**config.mk**
```make
export PLATFORM = sky130hd
export DESIGN_NAME = sram_port_arbiter_flat
export DESIGN_NICKNAME = d
export VERILOG_FILES = /design/src/rtl/sram_port_arbiter_if.sv /design/src/rtl/sram_port_arbiter.sv /design/src/flat_wrapper.sv
export SDC_FILE = /design/constraint.sdc
export NUM_CORES = 1
export LEC_CHECK = 0
export CAP_MARGIN = 20
export CORE_UTILIZATION = 43
export DETAILED_ROUTE_END_ITERATION = 10
export PLACE_DENSITY = 0.87
export REMOVE_ABC_BUFFERS = 1
export SYNTH_ARGS = -nofsm -noshare
export SYNTH_HDL_FRONTEND = slang
export SYNTH_SLANG_ARGS = --single-unit
```
**constraint.sdc**
```tcl
create_clock -name Clock_50 -period 3.2 [get_ports Clock_50]
set_input_delay 0.48 -clock Clock_50 [delete_from_list [all_inputs] [get_ports Clock_50]]
set_output_delay 0.48 -clock Clock_50 [all_outputs]
set_load 0.01 [all_outputs]
```
**src/rtl/sram_port_arbiter_if.sv**
```systemverilog
`default_nettype none
// ============================================================================
// Module  : sram_port_arbiter_if
// Brief   : Bundle for the shared SRAM port. It carries the per-master
//           request/access lines, the grant and read-return lines, and the
//           registered SRAM pins.
//           The slave modport is the arbiter. The master modport is the
//           environment: the decoder masters and the SRAM model.
// Revision: 1.0 - initial release
// ============================================================================
interface sram_port_arbiter_if #(
    parameter int NUM_REQ = 3,
    parameter int ADDR_W  = 18,
    parameter int DATA_W  = 16
);
    logic [NUM_REQ-1:0]        req_i;
    logic [NUM_REQ-1:0]        we_n_i;
    logic [NUM_REQ*ADDR_W-1:0] addr_i;
    logic [NUM_REQ*DATA_W-1:0] wdata_i;
    logic [NUM_REQ-1:0]        grant_o;
    logic [NUM_REQ-1:0]        rd_valid_o;
    logic [DATA_W-1:0]         rd_data_o;
    logic [ADDR_W-1:0]         SRAM_address_o;
    logic [DATA_W-1:0]         SRAM_write_data_o;
    logic                      SRAM_we_n_o;
    logic [DATA_W-1:0]         SRAM_read_data_i;

    modport master (
        output req_i, we_n_i, addr_i, wdata_i, SRAM_read_data_i,
        input  grant_o, rd_valid_o, rd_data_o,
               SRAM_address_o, SRAM_write_data_o, SRAM_we_n_o
    );

    modport slave (
        input  req_i, we_n_i, addr_i, wdata_i, SRAM_read_data_i,
        output grant_o, rd_valid_o, rd_data_o,
               SRAM_address_o, SRAM_write_data_o, SRAM_we_n_o
    );
endinterface
`default_nettype wire

```
**src/rtl/sram_port_arbiter.sv**
```systemverilog
`default_nettype none
// ============================================================================
// Module  : sram_port_arbiter
// Brief   : Gives the single external SRAM port to one decoder master at a
//           time, for a whole burst.
//           The owner's accesses are registered onto the SRAM pins.
//           Read data returns tagged to the master that issued the read.
//           In-flight reads drain before the port is handed over.
//           Optional feature, macro SRAM_ARB_RR_EN: round-robin arbitration.
//           When the macro is undefined, arbitration is fixed priority and
//           master 0 is highest.
// Revision: 1.0 - initial release
// ============================================================================
module sram_port_arbiter #(
    parameter int NUM_REQ      = 3,
    parameter int ADDR_W       = 18,
    parameter int DATA_W       = 16,
    parameter int READ_LATENCY = 2
) (
    input  logic                Clock_50,
    input  logic                Reset,
    sram_port_arbiter_if.slave  bus
);

    localparam int c_IDX_W = (NUM_REQ > 1) ? $clog2(NUM_REQ) : 1;
    localparam logic [NUM_REQ-1:0] c_ONE = NUM_REQ'(1);

    typedef enum logic [1:0] {
        S_IDLE  = 2'd0,
        S_GRANT = 2'd1,
        S_DRAIN = 2'd2
    } state_t;

    state_t               r_state;
    logic [c_IDX_W-1:0]   r_owner;
    logic [NUM_REQ-1:0]   r_grant;
    logic [ADDR_W-1:0]    r_sram_addr;
    logic [DATA_W-1:0]    r_sram_wdata;
    logic                 r_sram_we_n;
    logic                 r_issue_vld;
    logic [c_IDX_W-1:0]   r_issue_tag;
    logic [READ_LATENCY-1:0] r_pipe_vld;
    logic [c_IDX_W-1:0]   r_pipe_tag [READ_LATENCY];
    logic [NUM_REQ-1:0]   r_rd_valid;
    logic [DATA_W-1:0]    r_rd_data;

    logic [ADDR_W-1:0]    w_addr  [NUM_REQ];
    logic [DATA_W-1:0]    w_wdata [NUM_REQ];
    logic                 w_owner_req;
    logic                 w_owner_we_n;
    logic                 w_pipe_busy;
    logic [c_IDX_W-1:0]   w_start;
    logic [c_IDX_W-1:0]   w_winner;

    for (genvar g = 0; g < NUM_REQ; g++) begin : g_unpack
        assign w_addr[g]  = bus.addr_i[g*ADDR_W +: ADDR_W];
        assign w_wdata[g] = bus.wdata_i[g*DATA_W +: DATA_W];
    end

    assign w_owner_req  = bus.req_i[r_owner];
    assign w_owner_we_n = bus.we_n_i[r_owner];
    // The issue stage counts as in flight, so DRAIN also waits for a read issued on the last burst cycle.
    assign w_pipe_busy  = r_issue_vld | (|r_pipe_vld);

    // First requester found when walking upward from 'start' and wrapping.
    // The walk runs from the far end, so the nearest requester is written last and wins.
    function automatic logic [c_IDX_W-1:0] f_pick(input logic [NUM_REQ-1:0] req,
                                                  input logic [c_IDX_W-1:0] start);
        logic [c_IDX_W-1:0] pick;
        int                 idx;
        pick = '0;
        for (int d = NUM_REQ - 1; d >= 0; d--) begin
            idx = int'(start) + d;
            if (idx >= NUM_REQ) idx = idx - NUM_REQ;
            if (req[idx]) pick = c_IDX_W'(idx);
        end
        return pick;
    endfunction

`ifdef SRAM_ARB_RR_EN
    // The rotating pointer is only needed by the round-robin search.
    logic [c_IDX_W-1:0] r_rr_ptr;

    // The search begins one past the last winner, so that winner ranks last.
    always_comb begin
        w_start = (r_rr_ptr == c_IDX_W'(NUM_REQ - 1)) ? '0 : r_rr_ptr + c_IDX_W'(1);
    end

    // Record the last winner on every grant.
    always_ff @(posedge Clock_50 or posedge Reset) begin
        if (Reset) begin
            r_rr_ptr <= c_IDX_W'(NUM_REQ - 1);
        end else if (r_state == S_IDLE && (|bus.req_i)) begin
            r_rr_ptr <= w_winner;
        end
    end
`else
    // Fixed priority: the search always begins at master 0.
    always_comb begin
        w_start = '0;
    end
`endif

    // Choose the winner among the current requesters.
    always_comb begin
        w_winner = f_pick(bus.req_i, w_start);
    end

    // Ownership FSM. It also registers the owner's accesses onto the SRAM pins.
    always_ff @(posedge Clock_50 or posedge Reset) begin
        if (Reset) begin
            r_state      <= S_IDLE;
            r_owner      <= '0;
            r_grant      <= '0;
            r_sram_addr  <= '0;
            r_sram_wdata <= '0;
            r_sram_we_n  <= 1'b1;
            r_issue_vld  <= 1'b0;
            r_issue_tag  <= '0;
        end else begin
            r_issue_vld <= 1'b0;
            case (r_state)
                S_IDLE: begin
                    if (|bus.req_i) begin
                        r_owner <= w_winner;
                        r_grant <= c_ONE << w_winner;
                        r_state <= S_GRANT;
                    end
                end
                S_GRANT: begin
                    if (w_owner_req) begin
                        r_sram_addr  <= w_addr[r_owner];
                        r_sram_wdata <= w_wdata[r_owner];
                        r_sram_we_n  <= w_owner_we_n;
                        if (w_owner_we_n) begin
                            r_issue_vld <= 1'b1;
                            r_issue_tag <= r_owner;
                        end
                    end else begin
                        // Release. The address holds, and the write strobe is parked high.
                        r_grant     <= '0;
                        r_sram_we_n <= 1'b1;
                        r_state     <= S_DRAIN;
                    end
                end
                S_DRAIN: begin
                    if (!w_pipe_busy) r_state <= S_IDLE;
                end
                default: r_state <= S_IDLE;
            endcase
        end
    end

    // Read-tag pipeline and tagged return of the SRAM read data.
    always_ff @(posedge Clock_50 or posedge Reset) begin
        if (Reset) begin
            r_pipe_vld <= '0;
            for (int i = 0; i < READ_LATENCY; i++) r_pipe_tag[i] <= '0;
            r_rd_valid <= '0;
            r_rd_data  <= '0;
        end else begin
            r_pipe_vld[0] <= r_issue_vld;
            r_pipe_tag[0] <= r_issue_tag;
            for (int i = 1; i < READ_LATENCY; i++) begin
                r_pipe_vld[i] <= r_pipe_vld[i-1];
                r_pipe_tag[i] <= r_pipe_tag[i-1];
            end
            if (r_pipe_vld[READ_LATENCY-1]) begin
                r_rd_valid <= c_ONE << r_pipe_tag[READ_LATENCY-1];
                r_rd_data  <= bus.SRAM_read_data_i;
            end else begin
                r_rd_valid <= '0;
            end
        end
    end

    assign bus.grant_o           = r_grant;
    assign bus.rd_valid_o        = r_rd_valid;
    assign bus.rd_data_o         = r_rd_data;
    assign bus.SRAM_address_o    = r_sram_addr;
    assign bus.SRAM_write_data_o = r_sram_wdata;
    assign bus.SRAM_we_n_o       = r_sram_we_n;

endmodule
`default_nettype wire

```
**src/flat_wrapper.sv**
```systemverilog
// flat-port wrapper written by rule: the top's interface ports become plain ports
module sram_port_arbiter_flat 
#(
    parameter int NUM_REQ      = 3,
    parameter int ADDR_W       = 18,
    parameter int DATA_W       = 16,
    parameter int READ_LATENCY = 2
)
  (Clock_50, Reset, bus_req_i, bus_we_n_i, bus_addr_i, bus_wdata_i, bus_SRAM_read_data_i, bus_grant_o, bus_rd_valid_o, bus_rd_data_o, bus_SRAM_address_o, bus_SRAM_write_data_o, bus_SRAM_we_n_o);
  sram_port_arbiter_if #(.NUM_REQ(NUM_REQ), .ADDR_W(ADDR_W), .DATA_W(DATA_W)) bus_i ();
  input  logic Clock_50;
  input  logic Reset;
  input wire logic [$bits(bus_i.req_i)-1:0] bus_req_i;
  input wire logic [$bits(bus_i.we_n_i)-1:0] bus_we_n_i;
  input wire logic [$bits(bus_i.addr_i)-1:0] bus_addr_i;
  input wire logic [$bits(bus_i.wdata_i)-1:0] bus_wdata_i;
  input wire logic [$bits(bus_i.SRAM_read_data_i)-1:0] bus_SRAM_read_data_i;
  output wire logic [$bits(bus_i.grant_o)-1:0] bus_grant_o;
  output wire logic [$bits(bus_i.rd_valid_o)-1:0] bus_rd_valid_o;
  output wire logic [$bits(bus_i.rd_data_o)-1:0] bus_rd_data_o;
  output wire logic [$bits(bus_i.SRAM_address_o)-1:0] bus_SRAM_address_o;
  output wire logic [$bits(bus_i.SRAM_write_data_o)-1:0] bus_SRAM_write_data_o;
  output wire logic [$bits(bus_i.SRAM_we_n_o)-1:0] bus_SRAM_we_n_o;
  assign bus_i.req_i = bus_req_i;
  assign bus_i.we_n_i = bus_we_n_i;
  assign bus_i.addr_i = bus_addr_i;
  assign bus_i.wdata_i = bus_wdata_i;
  assign bus_i.SRAM_read_data_i = bus_SRAM_read_data_i;
  assign bus_grant_o = bus_i.grant_o;
  assign bus_rd_valid_o = bus_i.rd_valid_o;
  assign bus_rd_data_o = bus_i.rd_data_o;
  assign bus_SRAM_address_o = bus_i.SRAM_address_o;
  assign bus_SRAM_write_data_o = bus_i.SRAM_write_data_o;
  assign bus_SRAM_we_n_o = bus_i.SRAM_we_n_o;
  sram_port_arbiter #(.NUM_REQ(NUM_REQ), .ADDR_W(ADDR_W), .DATA_W(DATA_W), .READ_LATENCY(READ_LATENCY)) u_core (.Clock_50(Clock_50), .Reset(Reset), .bus(bus_i));
endmodule
```
---- After elaboration in Yosys (flattened, before gate mapping) ----
Index checks and enable logic that the tools add are counted.
cells by class
  magnitude comparators ................... 2
  equality and inequality tests ........... 5
  shift-type cells ........................ 2
  multiplexer cells ....................... 25
  bitwise logic cells ..................... 2
  reductions and logical operators ........ 9
operators by type and width
  kind                                                    count
  binary-select mux 18 bit (select 2 bit)                 1
  2-to-1 mux 18 bit                                       2
  binary-select mux 16 bit (select 2 bit)                 1
  2-to-1 mux 16 bit                                       2
  2-to-1 mux 2 bit                                        6
  2-to-1 mux 3 bit                                        3
  AND reduction 3 bit                                     3
  2-to-1 mux 1 bit                                        6
  one-hot mux 2 bit (3 select lines)                      1
  one-hot mux 3 bit (2 select lines)                      1
  left shift 1 x 2 -> 3 bit (first input constant)        2
  binary-select mux 1 bit (select 2 bit)                  2
  inequality test 2 bit (second input constant)           2
  AND reduction 2 bit                                     2
  >= comparator 3 bit (second input constant)             1
  < comparator 2 x 3 -> 1 bit (second input constant)     1
  inverter 2 -> 3 bit                                     1
  OR reduction 3 bit                                      1
  == test 2 x 1 -> 1 bit (second input constant)          1
  == test 2 bit (second input constant)                   1
  logical NOT 2 bit                                       1
  inequality test 2 x 1 -> 1 bit (second input constant)  1
  nonzero test 2 bit                                      1
  OR reduction 2 bit                                      1
  bitwise OR 1 bit                                        1
word-level totals
  bits in registers ....................... 70
  input port bits ......................... 126
  output and inout port bits .............. 57
  logic and storage cells ................. 58

---- Depth between registers and ports, before layout ----
Gate-level depths: netlist of run 1.
  depth in word-level cells ............... 6
  depth in mapped cells ................... 7
  gate-level depth less buffers ........... 4

---- Worst setup path before layout of run 1 ----
Ideal clock, no wire load.
  path kind ............................... register to register
  start ................................... reg u_core.r_owner[1]
  end ..................................... reg u_core.r_sram_addr[10], in the netlist u_core.bus.SRAM_address_o[10]
  library setup time ...................... 0.125 ns
  data arrival time ....................... 1.407 ns
  data required time ...................... 3.075 ns
  slack ................................... 1.668 ns
  stages on the path, launching flop included .. 7
  path buffers ............................ 2
  period minus slack after synthesis ...... 1.532 ns
  cell sequence ........................... dfrtp_1 buf_2 mux2i_1 o21ai_2 nand2_4 buf_6 mux2_4
on the way
  longest elaborated chain between the ends .. 4
  elaborated cells on any way between the ends .. 7
  classes of those cells .................. mux (5); bitwise (1); reduce/logical (1)
ends and longest elaborated chain
  element                                               RTL line                  source
  from (decl)                                           sram_port_arbiter.sv:35   logic [c_IDX_W-1:0] r_owner;
  from (signal assigned)                                sram_port_arbiter.sv:125  r_owner <= w_winner;
  inverter 2 -> 3 bit (not written as such)             sram_port_arbiter.sv:132  r_sram_addr <= w_addr[r_owner];
  binary-select mux 18 bit (select 2 bit)               sram_port_arbiter.sv:132
  2-to-1 mux 18 bit (not written as such) (2 in a row)  sram_port_arbiter.sv:132
  to (signal assigned)                                  sram_port_arbiter.sv:132
  to (decl)                                             sram_port_arbiter.sv:37   logic [ADDR_W-1:0] r_sram_addr;
Parallel ways exist; a longest one is shown, timed or not. The select of a mux whose other input is x is not followed.
A chain may end at the register's enable or synchronous reset.

---- Worst setup path in the final report of run 1 ----
  start ................................... reg u_core.r_owner[1]
  end ..................................... reg u_core.r_sram_wdata[12], in the netlist u_core.bus.SRAM_write_data_o[12]
on the way
  longest elaborated chain between the ends .. 4
  elaborated cells on any way between the ends .. 7
  classes of those cells .................. mux (5); bitwise (1); reduce/logical (1)
ends and longest elaborated chain
  element                                               RTL line                  source
  inverter 2 -> 3 bit (not written as such)             sram_port_arbiter.sv:133  r_sram_wdata <= w_wdata[r_owner];
  binary-select mux 16 bit (select 2 bit)               sram_port_arbiter.sv:133
  2-to-1 mux 16 bit (not written as such) (2 in a row)  sram_port_arbiter.sv:133
  to (signal assigned)                                  sram_port_arbiter.sv:133
  to (decl)                                             sram_port_arbiter.sv:38   logic [DATA_W-1:0] r_sram_wdata;
Parallel ways exist; a longest one is shown, timed or not. The select of a mux whose other input is x is not followed.

==> metrics.md, run 1 <==
| Metric | Value |
|---|---|
| Status | completed |
| Peak supply drop | 0.3470 mV |
| Kind of start point of the critical path | flip-flop |
| Leakage power summed over all cells | 2.386 nW |
| CTS Buffer Depth | 2 |
| Cells traversed along the worst timing path | mux2i_1 > o21ai_2 > nand2_4 > mux2_2 |
| Overall track demand over capacity in global routing | 21.27% |
| Proportion of layout cells with a drive suffix above 1 | 16.77% |
| Post-Route Setup TNS | 0 ns |
| Number of design-rule violations left by the first detailed-router iteration | 55 |
| Switching component of the power | 1.544 mW |
| Fraction of registers with async set/reset | 100.0% |
| F_max | 460.9 MHz |
| CP max-delay cell | sky130_fd_sc_hd__dfrtp_2 |
| Category of the critical setup timing path | flip-flop to flip-flop |
| Met1 Track Usage GR | 22.46% |
| Depth of the worst register-to-register path | 4 |
| Final setup violation count | 0 |
| Final period demand of the worst path | 2.170 ns |
| Initial antenna violation count | 0 |
| Syn. warnings | 0 |
| Hpwl dp | 6738 µm |
| Switch share | 31.66% |
| Core box area | 7727 µm² |
| Slowest stage delay, CP | 0.66 ns |
| Unrepaired setup endpoints after global routing | false |
| Gp weighted congestion | 0.7376 |
| Type of element capturing the critical path | flip-flop |
| Part of the total power dissipated in sequential elements | 33.2% |
| Total congestion overflow | 0 |
| Number of rows in the core area | 32 |
| Hold violation count in the final report | 0 |
| Area overhead of the layout relative to synthesis | 62.11% |
| Slew Limit Fails | 0 |
| Met3 demand-to-capacity share in global routing | 6.114% |
| Post CTS Setup Buffer Count | 0 |
| Number of enable-type register cells in the synthesized netlist | 0 |
| Kind of path behind the tightest hold check | flip-flop to flip-flop |
| Maximum number of pins on one net before global-route repair | 36 |
| Headroom to the max-slew limit | 52.69% |
| Effective utilization at floorplan | 44.45% |
| Primary FF master, synth | sky130_fd_sc_hd__dfrtp_1 |
| Ports placed on the boundary | 183 |
| Clock tree from TritonCTS | built |
| Wire length after detailed routing | 8593 µm |
| Critical path launch point | u_core.r_owner[1]$_DFFE_PP0P_ |
| Full die area | 8348 µm² |
| Mean instance size in the synthesized netlist | 12.27 µm² |
| Worst R2R End | u_core.bus.SRAM_write_data_o[12]$_DFFE_PP0P_ |
| Post-synthesis instance area | 3435 µm² |
| Critical Path RT | 3.41 ns |
| Portion of total power attributed to combinational logic | 49.3% |
| Maximum capacitance violations | 0 |
| Count of unique library cells instantiated by Yosys | 29 |
| Reg-to-reg setup timing slack | 1.03 ns |
| Worst-Margin Slew | 0.7097 ns |
| Termination of the worst setup path | u_core.bus.SRAM_write_data_o[12]$_DFFE_PP0P_ |
| Data arrival time at the worst-slack endpoint | 2.38 ns |
| CP max FO | 35 |
| Synthesis-stage register bit count | 70 |
| Worst r2r src | u_core.r_owner[1]$_DFFE_PP0P_ |
| Number of clock sinks seen by CTS | 70 |
| Number of port buffers | 182 |
| TritonRoute pass-1 iters | 4 |
| Routed Antenna Nets | 0 |
| CTS hold repair buffers | 0 |
| Global-route wire length before repair | 13670 µm |
| Average wire length per cell after detail routing | 15.16 µm |
| Final layout net count | 586 |
| Share of the clock period used by the worst path | 67.80% |
| Power per cell area | 875.9 nW/µm² |
| Clock transition at the registers of the reported paths | 0.07 ns |
| Synthesized instance count | 280 |
| CTS H-tree depth | 3 |
| Total power | 4.877 mW |
| Clock network latency to the later pin of the worst-skew pair | 0.33 ns |
| Antenna Diode Count | 0 |
| Part of the power in the clock network | 17.5% |
| Post-CTS Resized | 0 |
| Die width | 91.37 µm |
| Worst-case clock skew | 0.009187 ns |
| GR met2 Demand/Resource | 39.39% |
| GR peak layer | met2 |
| TritonCTS Buffers | 9 |
| Via count of the first global-routing pass | 2979 |
| Sequential area share after synthesis | 51.04% |
| Overall via count from detail_route | 2777 |
| Clock root buffer master | sky130_fd_sc_hd__clkbuf_8 |
| Number of remaining DRC errors | 0 |
| Post-DR vias/cell | 4.898 |
| Die extent in y | 91.37 µm |
| Internal | 3.333 mW |
==> state kept, by name, summed over array words and instances (netlist names) <==
| signal | cells |
|---|---|
| u_core.r_owner | 2 |
| u_core.bus.rd_valid_o | 3 |
| u_core.r_pipe_vld | 2 |
| u_core.r_state | 2 |
| u_core.bus.grant_o | 3 |
| u_core.bus.rd_data_o | 16 |
| u_core.bus.SRAM_address_o | 18 |
| u_core.r_issue_vld | 1 |
| u_core.bus.SRAM_write_data_o | 16 |
| u_core.r_pipe_tag | 4 |
| u_core.bus.SRAM_we_n_o | 1 |
| u_core.r_issue_tag | 2 |
==> cell type report <==
class | instances | area, µm²
Multi-Input combinational cell | 188 | 1563
Tap cell | 102 | 127.6
Fill cell | 552 | 2160
Clock buffer | 11 | 141.4
Sequential cell | 70 | 1754
Timing Repair Buffer | 187 | 1859
Clock inverter | 5 | 107.6
Inverter | 4 | 15.01
==> routing by layer <==
layer / wire length (µm) / up-vias
li1: - / 1346
met1: 3269 / 1303
met2: 4602 / 116
met3: 591 / 12
met4: 130 / 0
met5: 0 / -
==> through the flow <==
stage	std cells	cell area (µm²)	worst slack [ns]	utilization (%)	hold WS, ns
after floorplan	262	3328	0.08475	-	0.3312
after global placement	551	5319	0.8468	68.83	0.3342
after detailed placement	551	5319	0.7232	68.83	0.3436
after CTS	567	5568	1.011	72.05	0.3609
after global routing	567	5568	0.9097	72.05	0.3682
final	567	5568	1.031	72.05	0.3567
==> Yosys cell counts, types with 2 or more instances <==
master	number	area, µm²
sky130_fd_sc_hd__inv_1	4	15.01
sky130_fd_sc_hd__and3b_1	2	17.52
sky130_fd_sc_hd__a21o_1	3	22.52
sky130_fd_sc_hd__mux2i_1	36	360.4
sky130_fd_sc_hd__o21ai_0	36	180.2
sky130_fd_sc_hd__nand2_1	37	138.9
sky130_fd_sc_hd__nor2_1	5	18.77
sky130_fd_sc_hd__mux2_2	23	259.0
sky130_fd_sc_hd__buf_4	3	22.52
sky130_fd_sc_hd__dfrtp_1	69	1727
sky130_fd_sc_hd__buf_6	3	33.78
sky130_fd_sc_hd__mux2_4	29	435.4
sky130_fd_sc_hd__o31ai_1	2	15.01
sky130_fd_sc_hd__buf_2	4	20.02
sky130_fd_sc_hd__nor3b_1	2	15.01
sky130_fd_sc_hd__clkbuf_1	8	30.03
sky130_fd_sc_hd__a22o_1	2	17.52
==> kinds of logic after synthesis <==
| group | count (synthesis) | synth area share (%) |
|---|---|---|
| buffers and inverters | 22 | 3.534 |
| AOI/OAI and AO/OA | 49 | 8.160 |
| muxes | 88 | 30.71 |
| and+or+nand+nor | 51 | 6.557 |
| DFF | 70 | 51.04 |
==> worst max-delay path, delay by kind of cell (launching register included) <==
kind / cells / cell delay (ns)
multiplexers: 2 / 0.71
flip-flops: 1 / 0.66
AND/OR/NAND/NOR: 1 / 0.51
AO/OA/AOI/OAI: 1 / 0.14
==> power groups by stage <==
| stage | Clock [mW] | Combinational [mW] | Sequential [mW] |
|---|---|---|---|
| after floorplan | 0 | 1.11 | 1.79 |
| after global placement | 0 | 2.37 | 1.61 |
| after detailed placement | 0 | 2.44 | 1.63 |
| after CTS | 0.875 | 2.44 | 1.63 |
| after global routing | 0.913 | 2.58 | 1.68 |
| final | 0.852 | 2.41 | 1.62 |
==> worst min path at each step <==
stage                                         from  slack, ns                             end  cells after the start
finish              u_core.r_pipe_tag[2]$_DFF_PP0_       0.36  u_core.r_pipe_tag[0]$_DFF_PP0_                      0
global route        u_core.r_pipe_tag[3]$_DFF_PP0_       0.37  u_core.r_pipe_tag[1]$_DFF_PP0_                      0
CTS                 u_core.r_pipe_tag[2]$_DFF_PP0_       0.36  u_core.r_pipe_tag[0]$_DFF_PP0_                      0
detailed placement  u_core.r_pipe_tag[2]$_DFF_PP0_       0.34  u_core.r_pipe_tag[0]$_DFF_PP0_                      0
global placement    u_core.r_pipe_tag[2]$_DFF_PP0_       0.33  u_core.r_pipe_tag[0]$_DFF_PP0_                      0
floorplan           u_core.r_pipe_tag[2]$_DFF_PP0_       0.33  u_core.r_pipe_tag[0]$_DFF_PP0_                      0
==> cell usage in the layout, fill, tap and decap left out <==
master	n
sky130_fd_sc_hd__nor2_1	5
sky130_fd_sc_hd__dfrtp_1	68
sky130_fd_sc_hd__a21oi_1	1
sky130_fd_sc_hd__mux2_4	29
sky130_fd_sc_hd__inv_2	1
sky130_fd_sc_hd__inv_1	3
sky130_fd_sc_hd__o21ai_2	1
sky130_fd_sc_hd__nand2_4	1
sky130_fd_sc_hd__nand3b_1	1
sky130_fd_sc_hd__o21ai_0	36
sky130_fd_sc_hd__a22o_1	2
sky130_fd_sc_hd__mux2_2	23
sky130_fd_sc_hd__o311ai_0	1
sky130_fd_sc_hd__bufinv_16	3
sky130_fd_sc_hd__clkinv_4	2
sky130_fd_sc_hd__a21o_1	3
sky130_fd_sc_hd__buf_4	5
sky130_fd_sc_hd__nand2_1	37
sky130_fd_sc_hd__clkbuf_1	1
sky130_fd_sc_hd__nor3_1	1
sky130_fd_sc_hd__o2bb2ai_1	1
sky130_fd_sc_hd__o31ai_1	2
sky130_fd_sc_hd__and3b_1	2
sky130_fd_sc_hd__nand3_1	1
sky130_fd_sc_hd__nor3b_1	2
sky130_fd_sc_hd__dfrtp_2	1
sky130_fd_sc_hd__nor2b_2	1
sky130_fd_sc_hd__o22ai_1	1
sky130_fd_sc_hd__dfstp_2	1
sky130_fd_sc_hd__clkbuf_8	10
sky130_fd_sc_hd__o21a_1	1
sky130_fd_sc_hd__clkdlybuf4s50_1	182
sky130_fd_sc_hd__mux2i_1	36
Power figures use the tool's default switching activity.
==> inputs of run 2 (changes only) <==
--- a/config.mk
+++ b/config.mk
@@ -6,9 +6,9 @@
 export NUM_CORES = 1
 export LEC_CHECK = 0
 export CAP_MARGIN = 20
-export CORE_UTILIZATION = 43
+export CORE_UTILIZATION = 40
 export DETAILED_ROUTE_END_ITERATION = 10
-export PLACE_DENSITY = 0.87
+export PLACE_DENSITY = 0.82
 export REMOVE_ABC_BUFFERS = 1
 export SYNTH_ARGS = -nofsm -noshare
 export SYNTH_HDL_FRONTEND = slang
==> constraint.sdc (replaced) <==
create_clock -name Clock_50 -period 2 [get_ports Clock_50]
set_input_delay 0.3 -clock Clock_50 [delete_from_list [all_inputs] [get_ports Clock_50]]
set_output_delay 0.3 -clock Clock_50 [all_outputs]
set_load 0.01 [all_outputs]
==> run 2 against run 1 <==
Effect of this change: die area up 7.3%; register-to-register slack got worse by 0.65 ns; setup slack worse by 0.72 ns; largest power group unchanged; highest routed layer unchanged.
==> metrics.md, run 2 (synthesis gave the netlist of run 1 again) <==
| Metric | Value |
|---|---|
| Ports placed on the boundary | 183 |
| Global-route wire length before repair | 13500 µm |
| Wire length after detailed routing | 8578 µm |
| Routed Antenna Nets | 0 |
| Post-Route Setup TNS | 0 ns |
| Cells traversed along the worst timing path | clkdlybuf4s50_1 |
| TritonRoute pass-1 iters | 6 |
| Post-CTS Resized | 0 |
| Post-route core utilization | 67.76% |
| Data arrival time at the worst-slack endpoint | 1.39 ns |
| Summed area of non-filler cells in the final layout | 5595 µm² |
| CTS hold repair buffers | 0 |
| Area overhead of the layout relative to synthesis | 62.91% |
| Slew Limit Fails | 0 |
| Kind of start point of the critical path | flip-flop |
| Gp weighted congestion | 0.7842 |
| Peak supply drop | 0.5219 mV |
| Average wire length per cell after detail routing | 14.92 µm |
| Full die area | 8961 µm² |
| CP max-delay cell | sky130_fd_sc_hd__dfstp_2 |
| Core box area | 8258 µm² |
| Share of the clock period used by the worst path | 84.70% |
| F_max | 590.3 MHz |
| Combined buffer and inverter count along the critical path | 1 |
| Type of element capturing the critical path | primary output |
| Post CTS Setup Buffer Count | 0 |
| Overall track demand over capacity in global routing | 19.96% |
| Post-placement cell area | 5398 µm² |
| Power per cell area | 1370 nW/µm² |
| Final hold slack | 0.3625 ns |
| Minimum setup slack after placement | 0.1595 ns |
| Worst Setup Slack, final | 0.3059 ns |
| Clock tree from TritonCTS | built |
| Slowest stage delay, CP | 0.53 ns |
| Hold violation count in the final report | 0 |
| Critical path launch point | u_core.bus.SRAM_we_n_o$_DFFE_PP1N_ |
| Non-filler instance count after layout | 575 |
| Category of the critical setup timing path | flip-flop to primary output |
| Number of rows in the core area | 33 |
| CP top delay family | flip-flops |
| Termination of the worst setup path | bus_SRAM_we_n_o |
| Worst r2r src | u_core.r_owner[1]$_DFFE_PP0P_ |
| Number of remaining DRC errors | 0 |
| Effective utilization at floorplan | 41.59% |
| Critical Path RT | 1.70 ns |
| Clock network latency to the later pin of the worst-skew pair | 0.33 ns |
| Final period demand of the worst path | 1.694 ns |
| Number of flip-flops in the largest register | 18 |
| Number of design-rule violations left by the first detailed-router iteration | 75 |
| Clock transition at the registers of the reported paths | 0.07 ns |
| Initial antenna violation count | 0 |
| Clock root buffer master | sky130_fd_sc_hd__clkbuf_8 |
| Worst R2R End | u_core.bus.SRAM_address_o[0]$_DFFE_PP0P_ |
| CTS H-tree depth | 3 |
| Proportion of layout cells with a drive suffix above 1 | 17.87% |
| Worst-Margin Slew | 0.7307 ns |
| Via count of the first global-routing pass | 2832 |
| Fill cells | 663 |
| Status | completed |
| Antenna Diode Count | 0 |
| Leading cell types in the layout, fill and taps excluded | sky130_fd_sc_hd__clkdlybuf4s50_1, sky130_fd_sc_hd__dfrtp_1, sky130_fd_sc_hd__nand2_1 |
| Hpwl dp | 6707 µm |
| Total congestion overflow | 0 |
| Final layout net count | 591 |
| Placed Instances | 559 |
| Number of clock sinks seen by CTS | 70 |
| Reg-to-reg setup timing slack | 0.38 ns |
| Worst-case clock skew | 0.006356 ns |
| Die extent in y | 94.66 µm |
| CP max FO | 2 |
| CTS Buffer Depth | 2 |
| Kind of path behind the tightest hold check | flip-flop to flip-flop |
| Number of port buffers | 182 |
| Maximum capacitance violations | 0 |
| Headroom to the max-slew limit | 51.28% |
| Leakage power summed over all cells | 2.402 nW |
| Unrepaired setup endpoints after global routing | false |
| Overall via count from detail_route | 2758 |
| Path length in cells of the critical path | 1 |
| Die width | 94.66 µm |
| Final setup violation count | 0 |
| Maximum number of pins on one net before global-route repair | 71 |
| Leading cell type in the layout, fill and taps excluded | sky130_fd_sc_hd__clkdlybuf4s50_1 |
| Post-DR vias/cell | 4.797 |
| Depth of the worst register-to-register path | 4 |
| Total power | 7.666 mW |
| TritonCTS Buffers | 9 |
run 2: how the worst min path moves through the flow:
stage	from	endpoint	slack, ns	cells after the start
5_1_grt	u_core.r_issue_vld$_DFF_PP0_	u_core.r_pipe_vld[0]$_DFF_PP0_	0.37	0
2_1_floorplan	u_core.r_pipe_tag[2]$_DFF_PP0_	u_core.r_pipe_tag[0]$_DFF_PP0_	0.33	0
6_report	u_core.r_pipe_tag[2]$_DFF_PP0_	u_core.r_pipe_tag[0]$_DFF_PP0_	0.36	0
3_3_place_gp	u_core.r_pipe_tag[3]$_DFF_PP0_	u_core.r_pipe_tag[1]$_DFF_PP0_	0.33	0
4_1_cts	u_core.r_pipe_tag[2]$_DFF_PP0_	u_core.r_pipe_tag[0]$_DFF_PP0_	0.36	0
3_5_place_dp	u_core.r_pipe_tag[2]$_DFF_PP0_	u_core.r_pipe_tag[0]$_DFF_PP0_	0.35	0
run 2: final cells by class:
class,count,area (µm²),area share (%)
Clock buffer,9,123.9,2.214
Sequential cell,70,1754,31.35
Clock inverter,7,73.82,1.319
Multi-Input combinational cell,188,1563,27.93
Tap cell,105,131.4,2.348
Inverter,4,15.01,0.2683
Timing Repair Buffer,192,1934,34.57
run 2: report_power, final:
part	internal (mW)	total [mW]	switching [mW]
clock	0.579	1.11	0.532
combinational	2.47	4.01	1.55
sequential	2.09	2.54	0.455
total	5.13	7.67	2.53
run 2: layer usage:
layer  wire length, µm  vias up  track usage (%)  share of wire [%]
met3               609        6            5.233                7.1
met2              4513      112            35.79                 53
met4                89        0            7.071                1.0
met5                 0        -                0                  0
met1              3366     1286            22.78                 39
li1                  -     1354                -                  -
==> inputs of run 3 (changes only) <==
--- a/config.mk
+++ b/config.mk
@@ -6,9 +6,9 @@
 export NUM_CORES = 1
 export LEC_CHECK = 0
 export CAP_MARGIN = 20
-export CORE_UTILIZATION = 40
+export CORE_UTILIZATION = 36
 export DETAILED_ROUTE_END_ITERATION = 10
-export PLACE_DENSITY = 0.82
+export PLACE_DENSITY = 0.78
 export REMOVE_ABC_BUFFERS = 1
 export SYNTH_ARGS = -nofsm -noshare
 export SYNTH_HDL_FRONTEND = slang
==> constraint.sdc (replaced) <==
create_clock -name Clock_50 -period 1.4 [get_ports Clock_50]
set_input_delay 0.21 -clock Clock_50 [delete_from_list [all_inputs] [get_ports Clock_50]]
set_output_delay 0.21 -clock Clock_50 [all_outputs]
set_load 0.01 [all_outputs]
==> run 3 against run 2 <==
Effect of this change: the flow now finishes with violations (negative setup slack); global-route usage is 1.9 points lower; first-iteration DRC count decreased by 44%; final area is 3.3% higher; register-to-register slack lost 0.49 ns; non-clock buffer count grew 20; core utilization decreased by 5.2 points; combinational power rose by 44%; largest power group unchanged.
==> metrics.md, run 3 (synthesis gave the netlist of run 1 again) <==
| Metric | Value |
|---|---|
| Status | finished with violations |
| Violated checks | negative setup slack |
| Total power | 10.62 mW |
| Global-route wire length before repair | 13760 µm |
| Hpwl dp | 6955 µm |
| Part of the power in the clock network | 12.8% |
| Switching component of the power | 3.618 mW |
| Maximum number of pins on one net before global-route repair | 31 |
| Gp weighted congestion | 0.8403 |
| Worst-case clock skew | 0.005634 ns |
| Leading cell type in the layout, fill and taps excluded | sky130_fd_sc_hd__clkdlybuf4s50_1 |
| Total congestion overflow | 0 |
| Full die area | 9935 µm² |
| Clock transition at the registers of the reported paths | 0.07 ns |
| Cells traversed along the worst timing path | mux2i_1 > o21ai_2 > nand2_4 > buf_12 > mux2_2 |
| Clock network latency to the later pin of the worst-skew pair | 0.33 ns |
| Depth of the worst register-to-register path | 5 |
| GR met2 Demand/Resource | 31.41% |
| Slowest stage delay, CP | 0.43 ns |
| Maximum capacitance violations | 0 |
| Leakage power summed over all cells | 2.635 nW |
| Number of remaining DRC errors | 0 |
| Headroom to the max-slew limit | 77.76% |
| Portion of total power attributed to combinational logic | 54.4% |
| Average wire length per cell after detail routing | 14.40 µm |
| Internal | 6.998 mW |
| Final period demand of the worst path | 1.507 ns |
| Data arrival time at the worst-slack endpoint | 1.72 ns |
| Ports placed on the boundary | 183 |
| Non-filler instance count after layout | 617 |
| Power per cell area | 1836 nW/µm² |
| Leading cell types in the layout, fill and taps excluded | sky130_fd_sc_hd__clkdlybuf4s50_1, sky130_fd_sc_hd__dfrtp_1, sky130_fd_sc_hd__dlygate4sd2_1 |
| Hold violation count in the final report | 0 |
| CP max FO | 16 |
| Kind of start point of the critical path | flip-flop |
| Via count of the first global-routing pass | 2901 |
| Number of port buffers | 182 |
| Placed Instances | 601 |
| Final layout net count | 611 |
| Overall via count from detail_route | 2876 |
| Fill cells | 760 |
| Antenna Diode Count | 0 |
| Slew Limit Fails | 0 |
| Unrepaired setup endpoints after global routing | true |
| TritonCTS Buffers | 9 |
| Switch share | 34.08% |
| Initial antenna violation count | 0 |
| Final setup violation count | 37 |
| Kind of path behind the tightest hold check | input port to asynchronous set/reset pin |
| Clock root buffer master | sky130_fd_sc_hd__clkbuf_8 |
| Area overhead of the layout relative to synthesis | 68.34% |
| F_max | 663.7 MHz |
| FF/Latch Area | 1754 µm² |
| CTS H-tree depth | 3 |
| Number of rows in the core area | 35 |
| GR peak layer | met2 |
| Clock tree from TritonCTS | built |
| Routed Antenna Nets | 0 |
| Proportion of layout cells with a drive suffix above 1 | 21.72% |
| Area used by multi-input combinational logic | 1613 µm² |
| Core box area | 9240 µm² |
| Die width | 99.68 µm |
| Peak supply drop | 0.8076 mV |
| Critical Path RT | 1.62 ns |
| Share of the clock period used by the worst path | 107.6% |
| Number of flip-flops in the largest register | 18 |
| Die extent in y | 99.68 µm |
| CTS Buffer Depth | 2 |
| Post-route core utilization | 62.57% |
| Met1 Track Usage GR | 19.51% |
| Number of clock sinks seen by CTS | 70 |
| Overall track demand over capacity in global routing | 18.03% |
| TritonRoute pass-1 iters | 4 |
| Wire length after detailed routing | 8886 µm |
| Met3 demand-to-capacity share in global routing | 6.465% |
| Worst Setup Slack, final | -0.1068 ns |
| Number of design-rule violations left by the first detailed-router iteration | 42 |
| Effective utilization at floorplan | 37.17% |
| Category of the critical setup timing path | flip-flop to flip-flop |
| Worst-Margin Slew | 0.3331 ns |
| Part of the total power dissipated in sequential elements | 32.8% |
| Post-DR vias/cell | 4.661 |
| Type of element capturing the critical path | flip-flop |
| CP max-delay cell | sky130_fd_sc_hd__dfrtp_2 |
## run 3: cell types whose count changed in the layout (fill, tap and decap cells not counted), sizes merged
cell,before,now
clkinv,4,2
clkdlybuf4s50,182,125
clkinvlp,1,2
buf,10,29
bufinv,1,0
clkbuf,9,11
dlygate4sd2,0,57
inv,5,4
## run 3: layout make-up
type	count	area share, %
clock buffer	10	2.380
timing repair buffer	212	35.90
tap	129	2.792
multi-input combinational	188	27.89
sequential	70	30.34
clock inverter	4	0.4328
inverter	4	0.2597
## run 3: power by group through the flow
stage          clock network, mW  logic, mW  registers, mW
3_5_place_dp                   0       6.20           3.53
2_1_floorplan                  0       2.53           4.09
3_3_place_gp                   0       6.05           3.52
5_1_grt                     1.53       6.21           3.61
4_1_cts                     1.43       5.70           3.49
6_report                    1.36       5.77           3.48
## run 3: timing repair
action,CTS,global route
setup endpoints to repair,93,41
gates cloned,0,1
gates resized for setup,61,6
pin swaps,1,3
buffers inserted,1,0
hold buffers,0,0
## run 3: per-stage QoR
stage | hold WS, ns | worst slack [ns] | cell area (µm²) | TNS (ns)
after global routing | 0.1500 | -0.1536 | 5782 | -4.802
after global placement | 0.3357 | -0.3054 | 5600 | -10.97
after detailed placement | 0.3427 | -0.3148 | 5600 | -11.21
final | 0.1496 | -0.1068 | 5782 | -3.169
after floorplan | 0.3312 | -1.715 | 3328 | -98.95
after CTS | 0.1384 | -0.1244 | 5719 | -3.845
## run 3: worst max-delay path, delay by kind of cell, from the launching register on
family | cells | cell delay, ns
buffers and inverters | 1 | 0.17
AND/OR/NAND/NOR | 1 | 0.11
multiplexers | 2 | 0.57
flip-flops | 1 | 0.43
AO/OA/AOI/OAI | 1 | 0.10
## run 3: final timing paths
kind / from / to / slack, ns
worst max register to register: u_core.r_owner[1]$_DFFE_PP0P_ / u_core.bus.SRAM_write_data_o[14]$_DFFE_PP0P_ / -0.11
worst min-delay path: Reset / u_core.bus.rd_data_o[7]$_DFFE_PP0P_ / 0.15
worst min register to register: u_core.r_pipe_tag[3]$_DFF_PP0_ / u_core.r_pipe_tag[1]$_DFF_PP0_ / 0.36
worst max-delay path: u_core.r_owner[1]$_DFFE_PP0P_ / u_core.bus.SRAM_write_data_o[14]$_DFFE_PP0P_ / -0.11
max in group asynchronous: Reset / u_core.bus.SRAM_address_o[4]$_DFFE_PP0P_ / 0.78
min in group Clock_50: u_core.r_pipe_tag[3]$_DFF_PP0_ / u_core.r_pipe_tag[1]$_DFF_PP0_ / 0.36
## run 3: routing by layer
metal | part of all wire [%] | routed length [µm]
met2 | 50 | 4433
met4 | 2.3 | 201
met3 | 8.5 | 758
met5 | 0 | 0
met1 | 39 | 3492
